==> config.mk <==
export PLATFORM = sky130hd
export DESIGN_NAME = bcd_field_editor_flat
export DESIGN_NICKNAME = d
export VERILOG_FILES = /design/src/rtl/bcd_edit_pkg.sv /design/src/rtl/bcd_field_editor_if.sv /design/src/rtl/btn_repeat.sv /design/src/rtl/bcd_field_editor.sv /design/src/flat_wrapper.sv
export SDC_FILE = /design/constraint.sdc
export NUM_CORES = 1
export LEC_CHECK = 0
export ABC_AREA = 0
export CAP_MARGIN = 20
export CORE_AREA = 2 2 133 135
export DETAILED_ROUTE_END_ITERATION = 8
export DIE_AREA = 0 0 135 137
export HOLD_SLACK_MARGIN = 0.06
export PLACE_DENSITY = 0.67
export SLEW_MARGIN = 15
export SYNTH_ARGS = -nofsm -noshare
export SYNTH_HDL_FRONTEND = slang
export SYNTH_SLANG_ARGS = --single-unit
==> constraint.sdc <==
create_clock -name clk -period 10.6 [get_ports clk]
set_input_delay 2.12 -clock clk [delete_from_list [all_inputs] [get_ports clk]]
set_output_delay 2.12 -clock clk [all_outputs]
set_load 0.005 [all_outputs]
==> src/rtl/bcd_edit_pkg.sv <==
// Shared constants, state types and BCD helpers for the field editor.
// Field index map, per-field MIN/MAX table, BCD step and range check.
package bcd_edit_pkg;

   localparam int F_SEC   = 0;
   localparam int F_MIN   = 1;
   localparam int F_HOUR  = 2;
   localparam int F_DAY   = 3;
   localparam int F_MONTH = 4;
   localparam int F_YEAR  = 5;

   typedef enum logic [1:0] {
      RPT_IDLE,
      RPT_HOLD,
      RPT_REP
   } rpt_state_t;

   function automatic logic [7:0] field_min(input int idx);
      case (idx)
         F_DAY, F_MONTH: return 8'h01;
         default:        return 8'h00;
      endcase
   endfunction

   function automatic logic [7:0] field_max(input int idx);
      case (idx)
         F_SEC, F_MIN: return 8'h59;
         F_HOUR:       return 8'h23;
         F_DAY:        return 8'h31;
         F_MONTH:      return 8'h12;
         default:      return 8'h99;
      endcase
   endfunction

   // Valid BCD digits order the same as their binary encoding,
   // so range limits compare directly on the packed byte.
   function automatic logic in_range(input logic [7:0] v,
                                     input int idx);
      return (v[7:4] <= 4'd9) && (v[3:0] <= 4'd9) &&
             (v >= field_min(idx)) && (v <= field_max(idx));
   endfunction

   function automatic logic [7:0] bcd_inc(input logic [7:0] v);
      if (v[3:0] == 4'd9)
         return {v[7:4] + 4'd1, 4'd0};
      return {v[7:4], v[3:0] + 4'd1};
   endfunction

   function automatic logic [7:0] bcd_dec(input logic [7:0] v);
      if (v[3:0] == 4'd0)
         return {v[7:4] - 4'd1, 4'd9};
      return {v[7:4], v[3:0] - 4'd1};
   endfunction

endpackage

==> src/rtl/bcd_field_editor_if.sv <==
// Editor control/data bundle: buttons, select, load and field outputs.
// master drives buttons/sel/load; slave (editor) returns fields/changed.
interface bcd_field_editor_if #(
   parameter int NUM_FIELDS = 6
);
   localparam int SEL_W = (NUM_FIELDS > 1) ? $clog2(NUM_FIELDS) : 1;

   logic                    Up;
   logic                    Down;
   logic                    edit_en;
   logic [SEL_W-1:0]        sel;
   logic                    load;
   logic [8*NUM_FIELDS-1:0] load_data;
   logic [8*NUM_FIELDS-1:0] fields;
   logic                    changed;

   modport master (
      output Up, Down, edit_en, sel, load, load_data,
      input  fields, changed
   );

   modport slave (
      input  Up, Down, edit_en, sel, load, load_data,
      output fields, changed
   );
endinterface

==> src/rtl/btn_repeat.sv <==
// One button: rising-edge step plus hold-delay / auto-repeat steps.
// Ports: clk, reset, btn (level), enable (gate), step (comb pulse).
module btn_repeat
   import bcd_edit_pkg::*;
#(
   parameter int HOLD_DLY   = 50_000_000,
   parameter int REP_PERIOD = 10_000_000
) (
   input  logic clk,
   input  logic reset,
   input  logic btn,
   input  logic enable,
   output logic step
);
   localparam int MAXC = (HOLD_DLY > REP_PERIOD) ? HOLD_DLY : REP_PERIOD;
   localparam int CW   = $clog2(MAXC + 1);

   rpt_state_t    state_q, state_d;
   logic [CW-1:0] cnt_q, cnt_d;
   logic          prev_q;
   logic          rise;

   assign rise = btn & ~prev_q;

   // prev_q resets high so a button held across reset is not
   // mistaken for a fresh press.
   always_ff @(posedge clk) begin
      if (reset) begin
         state_q <= RPT_IDLE;
         cnt_q   <= '0;
         prev_q  <= 1'b1;
      end else begin
         state_q <= state_d;
         cnt_q   <= cnt_d;
         prev_q  <= btn;
      end
   end

   // cnt_q equals the number of clocks since the last step.
   always_comb begin
      state_d = state_q;
      cnt_d   = cnt_q;
      step    = 1'b0;
      if (!btn || !enable) begin
         state_d = RPT_IDLE;
         cnt_d   = '0;
      end else begin
         unique case (state_q)
            RPT_IDLE: begin
               if (rise) begin
                  step    = 1'b1;
                  state_d = RPT_HOLD;
                  cnt_d   = CW'(1);
               end
            end
            RPT_HOLD: begin
               if (cnt_q == CW'(HOLD_DLY)) begin
                  step    = 1'b1;
                  state_d = RPT_REP;
                  cnt_d   = CW'(1);
               end else begin
                  cnt_d = cnt_q + CW'(1);
               end
            end
            RPT_REP: begin
               if (cnt_q == CW'(REP_PERIOD)) begin
                  step  = 1'b1;
                  cnt_d = CW'(1);
               end else begin
                  cnt_d = cnt_q + CW'(1);
               end
            end
            default: begin
               state_d = RPT_IDLE;
               cnt_d   = '0;
            end
         endcase
      end
   end
endmodule

==> src/rtl/bcd_field_editor.sv <==
// Multi-field two-digit BCD editor driven by Up/Down buttons.
// Ports: clk, reset (sync, active high), bus (slave: buttons, sel,
// load/load_data in; fields, changed out).
module bcd_field_editor
   import bcd_edit_pkg::*;
#(
   parameter int NUM_FIELDS = 6,
   parameter int HOLD_DLY   = 50_000_000,
   parameter int REP_PERIOD = 10_000_000
) (
   input  logic                clk,
   input  logic                reset,
   bcd_field_editor_if.slave   bus
);
   localparam int SEL_W = (NUM_FIELDS > 1) ? $clog2(NUM_FIELDS) : 1;

   logic [7:0]       fields_q [NUM_FIELDS];
   logic             changed_q;
   logic             sel_ok;
   logic             gate;
   logic [SEL_W-1:0] sel_idx;
   logic             up_step, dn_step;
   logic             up_only, dn_only;
   logic [7:0]       cur, cur_min, cur_max, nxt;

   assign sel_ok  = int'(bus.sel) < NUM_FIELDS;
   assign gate    = bus.edit_en & sel_ok;
   assign sel_idx = sel_ok ? bus.sel : '0;

   btn_repeat #(
      .HOLD_DLY   (HOLD_DLY),
      .REP_PERIOD (REP_PERIOD)
   ) u_up (
      .clk    (clk),
      .reset  (reset),
      .btn    (bus.Up),
      .enable (gate),
      .step   (up_step)
   );

   btn_repeat #(
      .HOLD_DLY   (HOLD_DLY),
      .REP_PERIOD (REP_PERIOD)
   ) u_dn (
      .clk    (clk),
      .reset  (reset),
      .btn    (bus.Down),
      .enable (gate),
      .step   (dn_step)
   );

   // Coincident up and down steps cancel.
   assign up_only = up_step & ~dn_step;
   assign dn_only = dn_step & ~up_step;

   // Single shared step datapath for the selected field.
   always_comb begin
      cur     = fields_q[sel_idx];
      cur_min = field_min(int'(sel_idx));
      cur_max = field_max(int'(sel_idx));
      nxt     = cur;
      if (up_only)
         nxt = (cur == cur_max) ? cur_min : bcd_inc(cur);
      else if (dn_only)
         nxt = (cur == cur_min) ? cur_max : bcd_dec(cur);
   end

   always_ff @(posedge clk) begin
      if (reset) begin
         for (int i = 0; i < NUM_FIELDS; i++)
            fields_q[i] <= field_min(i);
         changed_q <= 1'b0;
      end else if (bus.load) begin
         for (int i = 0; i < NUM_FIELDS; i++)
            fields_q[i] <= in_range(bus.load_data[8*i +: 8], i) ?
                           bus.load_data[8*i +: 8] : field_min(i);
         changed_q <= 1'b0;
      end else if (up_only || dn_only) begin
         fields_q[sel_idx] <= nxt;
         changed_q         <= 1'b1;
      end else begin
         changed_q <= 1'b0;
      end
   end

   always_comb begin
      bus.fields = '0;
      for (int i = 0; i < NUM_FIELDS; i++)
         bus.fields[8*i +: 8] = fields_q[i];
   end

   assign bus.changed = changed_q;
endmodule

==> src/flat_wrapper.sv <==
// flat-port wrapper written by rule: the top's interface ports become plain ports
module bcd_field_editor_flat import bcd_edit_pkg::*;
#(
   parameter int NUM_FIELDS = 6,
   parameter int HOLD_DLY   = 50_000_000,
   parameter int REP_PERIOD = 10_000_000
)
  (clk, reset, bus_Up, bus_Down, bus_edit_en, bus_sel, bus_load, bus_load_data, bus_fields, bus_changed);
  bcd_field_editor_if #(.NUM_FIELDS(NUM_FIELDS)) bus_i ();
  input  logic clk;
  input  logic reset;
  input wire logic [$bits(bus_i.Up)-1:0] bus_Up;
  input wire logic [$bits(bus_i.Down)-1:0] bus_Down;
  input wire logic [$bits(bus_i.edit_en)-1:0] bus_edit_en;
  input wire logic [$bits(bus_i.sel)-1:0] bus_sel;
  input wire logic [$bits(bus_i.load)-1:0] bus_load;
  input wire logic [$bits(bus_i.load_data)-1:0] bus_load_data;
  output wire logic [$bits(bus_i.fields)-1:0] bus_fields;
  output wire logic [$bits(bus_i.changed)-1:0] bus_changed;
  assign bus_i.Up = bus_Up;
  assign bus_i.Down = bus_Down;
  assign bus_i.edit_en = bus_edit_en;
  assign bus_i.sel = bus_sel;
  assign bus_i.load = bus_load;
  assign bus_i.load_data = bus_load_data;
  assign bus_fields = bus_i.fields;
  assign bus_changed = bus_i.changed;
  bcd_field_editor #(.NUM_FIELDS(NUM_FIELDS), .HOLD_DLY(HOLD_DLY), .REP_PERIOD(REP_PERIOD)) u_core (.clk(clk), .reset(reset), .bus(bus_i));
endmodule
==> Word level (Yosys, flattened, before mapping) <==
Memory sizes are Yosys's and may differ from the RTL's.
Cells that the tools add are included.
Widths: inputs -> output; s select.
{ "word_totals": {"regBits": 59, "ram_bits": 48, "inputBits": 57, "output_inout_bits": 49, "wordCells": 190, "mem_count": 1} }
{ "mem_list": {"columns": ["name", "depth", "width", "rd", "rd_ports_with_merged_regs", "write_ports", "line_no", "rtl"], "rows": [
  ["u_core.fields_q", 6, 8, 7, 0, 6, "bcd_field_editor.sv:17", "logic [7:0] fields_q [NUM_FIELDS];"]
]} }
{ "op_classes": {"n_addsub": 6, "order_cmp": 25, "eq_ne": 19, "mux": 80, "bitwise": 17, "reduce_logical": 35} }
{ "ops": {"columns": ["cell", "n"], "rows": [
  ["$mux 8", 37],
  ["$mux 26", 6],
  ["$pmux 26 s3", 2],
  ["$add 26x1->26 const B", 2],
  ["$eq 26x24->1 const B", 2],
  ["$eq 26x26->1 const B", 2],
  ["$ge 8x8->1", 6],
  ["$le 4x4->1 const B", 12],
  ["$le 8x8->1", 6],
  ["$pmux 8 s4", 1],
  ["$mux 1", 24],
  ["$logic_and 1x1->1", 18],
  ["$pmux 2 s3", 2],
  ["$add 4x1->4 const B", 2],
  ["$eq 8x1->1", 1],
  ["$eq 8x8->1", 1],
  ["$mux 2", 4],
  ["$ne 2x2->1 const B", 4],
  ["$reduce_or 2->1", 4],
  ["$reduce_or 8->1", 1],
  ["$sub 4x1->4 const B", 2],
  ["$eq 3x2->1 const B", 2],
  ["$mux 3", 2],
  ["$not 1->1", 6],
  ["other kinds (15)", 33]
]} }

==> Longest topological paths before layout <==
{ "logic_depth": {"depth_word": 14, "ltp_mapped": 17} }

==> By module <==
From an unflattened synthesis, not the netlist that was laid out.
{ "unflattened": {"cells_unflattened": 773, "area_unflattened_um2": 7400.8} }
{ "by_module_without_submodules": {"columns": ["mod", "n_inst", "cells_per_inst", "area_each_um2", "seq_area_each_um2"], "rows": [
  ["bcd_field_editor", 1, 396, 4316.6, 1941.9],
  ["btn_repeat at u_core.u_up", 1, 188, 1545.2, 580.6],
  ["btn_repeat at u_core.u_dn", 1, 189, 1539.0, 580.6]
]} }

==> Least setup slack after synthesis <==
No wires, ideal clock.
{ "synth_path": {"path_type": "input port to flip-flop", "from": "input port bus_sel[1]", "to": "memory u_core.fields_q[0][6] (data pin)", "t_arrival_ps": 4835, "slack_ps": 5495, "stages": 14, "n_path_buf": 4, "path_cell_list": "ha_1 -> nor2b_4 -> buf_6 -> buf_12 -> buf_8 -> mux4_2 -> mux2i_4 -> ha_1 -> and4_1 -> o21ai_1 -> buf_2 -> or3_1 -> nand3_2 -> o221ai_1"} }
{ "synth_rtl": {"columns": ["item", "line_no", "rtl"], "rows": [
  ["start: declaration", "flat_wrapper.sv:15", "input wire logic [$bits(bus_i.sel)-1:0] bus_sel;"],
  ["end: declaration", "bcd_field_editor.sv:17", null]
]} }

==> results_dict.tcl <==
set metrics [dict create \
    run_status "complete, but fails checks" \
    violations "design-rule violations" \
    holdWs_ns 0.489 \
    synth-seq-cells 123 \
    grt_max_degree 35 \
    synth_warnings 0 \
    path_class "in2reg" \
    final_util_pct 54.8 \
    wl_per_cell_um 20.9 \
    rsz0062_at_grt "no" \
    p_comb_share_pct 14.8 \
    synth_edf_count 64 \
    switchingPower_w 0.000328 \
    max_freq_mhz 152 \
    gr-total-overflow 0 \
    synthFlopType "edfxtp_1" \
    p_leak_nw 3.14 \
    vdd_drop_max_mv 0.101 \
    portBuffers 105 \
    yosysSeqAreaShare_pct 40.9 \
    htree_levels 4 \
    pin_count 106 \
    yosys.cell_count.top_type "nand2_1" \
    intPower_w 0.000957 \
    startpoint_type "input port" \
    drive_gt1_share_pct 8.74 \
    maxCapViolations 0 \
    place_area_mm2 0.00876 \
    die_w_um 135 \
    place_congestion 1.01 \
    synth_cells 807 \
    post_cts_buffers 0 \
    endpoint_kind "flip-flop" \
    clock-sinks 123 \
    grt_pass1_wl_um 36100 \
    synth_nets 881 \
    critPathMaxFanout 25 \
    crit_required_ns 10.76 \
    synthTopCellsByArea "edfxtp_1 (25%), dfxtp_1 (16%), nand2_1 (5.1%), nor2_1 (4.6%), xor2_1 (3.1%)" \
    place_ws_ns 3.64 \
    area_delta_synth_final_pct 23.3 \
    drt_pass1_iterations 7 \
    post_cts_resized 0 \
    antenna_found_initial 0 \
    syn_avg_cell_area_um2 9.40 \
    swShare_pct 25.5 \
    finalMaxSlewViolations 0 \
    die_area_mm2 0.0185 \
    diodes 0 \
    drc 1 \
    cts_max_path_buffers 2 \
    cts_tree "done" \
    finalSetupViolations 0 \
    vias 6886 \
    first_global_vias 6391 \
    wl_um 23800 \
    yosysTopAreaCellShare_pct 25.3 \
    final_antenna_net_count 0 \
    critPathArrivalTime_ns 6.75 \
    cts-root-buf "clkbuf_16" \
    setup_slack_ns 4.00 \
    p_clk_share_pct 44.6 \
    cts_hold_buf 0 \
    yosys.area.top_type "edfxtp_1" \
    grt_use_total_pct 25.8 \
    synth_cell_type_count 85 \
    cts.clk_slew.worst_paths_ns 0.05 \
    hpwl_um 17600 \
    clkLatencyLatePin_ns 0.42 \
    async_reset_ff_share_pct 0 \
    first_iter_violations 568 \
    die_h_um 137 \
    fin_setup_tns_ns 0 \
    hold_viol 0 \
    initial_core_util_pct 44.5 \
    skew_ns 0.00875 \
    min_period_over_period_pct 62.2 \
    hp-class "reg2reg" \
    coreArea_mm2 0.0171 \
    viasPerCell 6.04 \
    slew_headroom_pct 28.3 \
    placementRows 48 \
    final_area_mm2 0.00936 \
    ys_top_cells_by_count "nand2_1 (103), nor2_1 (94), edfxtp_1 (64), dfxtp_1 (59), nand3_1 (33)" \
    seqPwrFrac_pct 40.6 \
    cts_made_buffers 17 \
    powerDensity_mw_per_mm2 137 \
    nNetsFinal 976 \
    synth_area_mm2 0.00759 \
    fin_crit_ns 6.60 \
    worst_pin_slew_ns 1.06 \
]
final cells by class:
class | count | area (µm²)
timing repair buffer | 111 | 1100
inverter | 26 | 97.6
tap | 225 | 282
clock inverter | 3 | 18.8
multi-input combinational | 623 | 4190
fill | 1608 | 7700
clock buffer | 29 | 573
sequential | 123 | 3100
path summary, 6_finish.rpt:
kind	to	from	slack, ns	depth (start not counted)
max	u_core.fields_q[0][4]	bus_sel[1]	4.00	10
min	u_core.u_up.cnt_q[1]	u_core.u_up.cnt_q[1]	0.49	2
max reg2reg	u_core.fields_q[6][5]	u_core.u_up.cnt_q[0]	6.47	14
min reg2reg	u_core.u_up.cnt_q[1]	u_core.u_up.cnt_q[1]	0.49	2
metrics by stage:
| step | power (W) | instances |
|---|---|---|
| after floorplan | 0.000638 | 807 |
| after global placement | 0.000718 | 1108 |
| after detailed placement | 0.000718 | 1108 |
| after CTS | 0.00128 | 1140 |
| after global routing | 0.00132 | 1140 |
| final | 0.00129 | 1140 |
power by group through the flow:
stage	clock [W]	combinational [W]	sequential (W)
2_1_floorplan	0	0.000110	0.000528
3_3_place_gp	0	0.000186	0.000532
3_5_place_dp	0	0.000186	0.000531
4_1_cts	0.000574	0.000187	0.000522
5_1_grt	0.000595	0.000203	0.000522
6_report	0.000573	0.000190	0.000522
worst max-delay path, cell delays in order:
cell,delay [ns]
clkdlybuf4s50_1,0.54
ha_1,0.42
nor2b_4,0.79
mux4_2,0.64
mux2i_4,0.41
o21ai_0,0.18
a211oi_1,0.47
nand3_2,0.47
a32oi_2,0.54
o21ai_1,0.13
per-layer routing:
layer	track usage, %	routed length (µm)	up-vias
li1	-	-	3192
met1	33.5	9970	3319
met2	42.4	11300	316
met3	4.96	1670	59
met4	10.9	875	0
met5	0	0	-
cell usage in the layout, fill, tap and decap left out, drive strengths merged, types with 11 or more instances in the layout:
cell type      instances
clkdlybuf4s50        105
nand2                103
nor2                  94
edfxtp                64
dfxtp                 59
o21ai                 36
nand3                 35
clkbuf                29
xor2                  27
inv                   27
nand4                 26
xnor2                 26
nor3                  23
a21oi                 21
ha                    17
and3                  15
a22o                  13
mux2i                 12
nor4                  11
cell families after synthesis:
| group | after synthesis | synth area share [%] |
|---|---|---|
| DFF | 123 | 40.9 |
| muxes | 24 | 5.61 |
| buffers and inverters | 61 | 3.99 |
| adders and majority gates | 18 | 2.93 |
| xor gates and xnor gates | 53 | 6.22 |
| and+or+nand+nor | 382 | 26.1 |
| AOI/OAI and AO/OA | 146 | 14.3 |
sequential cells by signal (all words and copies together), names as in the netlist:
| name | cells |
|---|---|
| u_core.fields_q | 64 |
| u_core.u_dn.cnt_q | 26 |
| u_core.u_up.cnt_q | 26 |
| u_core.u_dn.state_q | 2 |
| u_core.u_up.state_q | 2 |
| u_core.bus.changed | 1 |
| u_core.u_dn.prev_q | 1 |
| u_core.u_up.prev_q | 1 |
(Power assumes the default switching activity.)
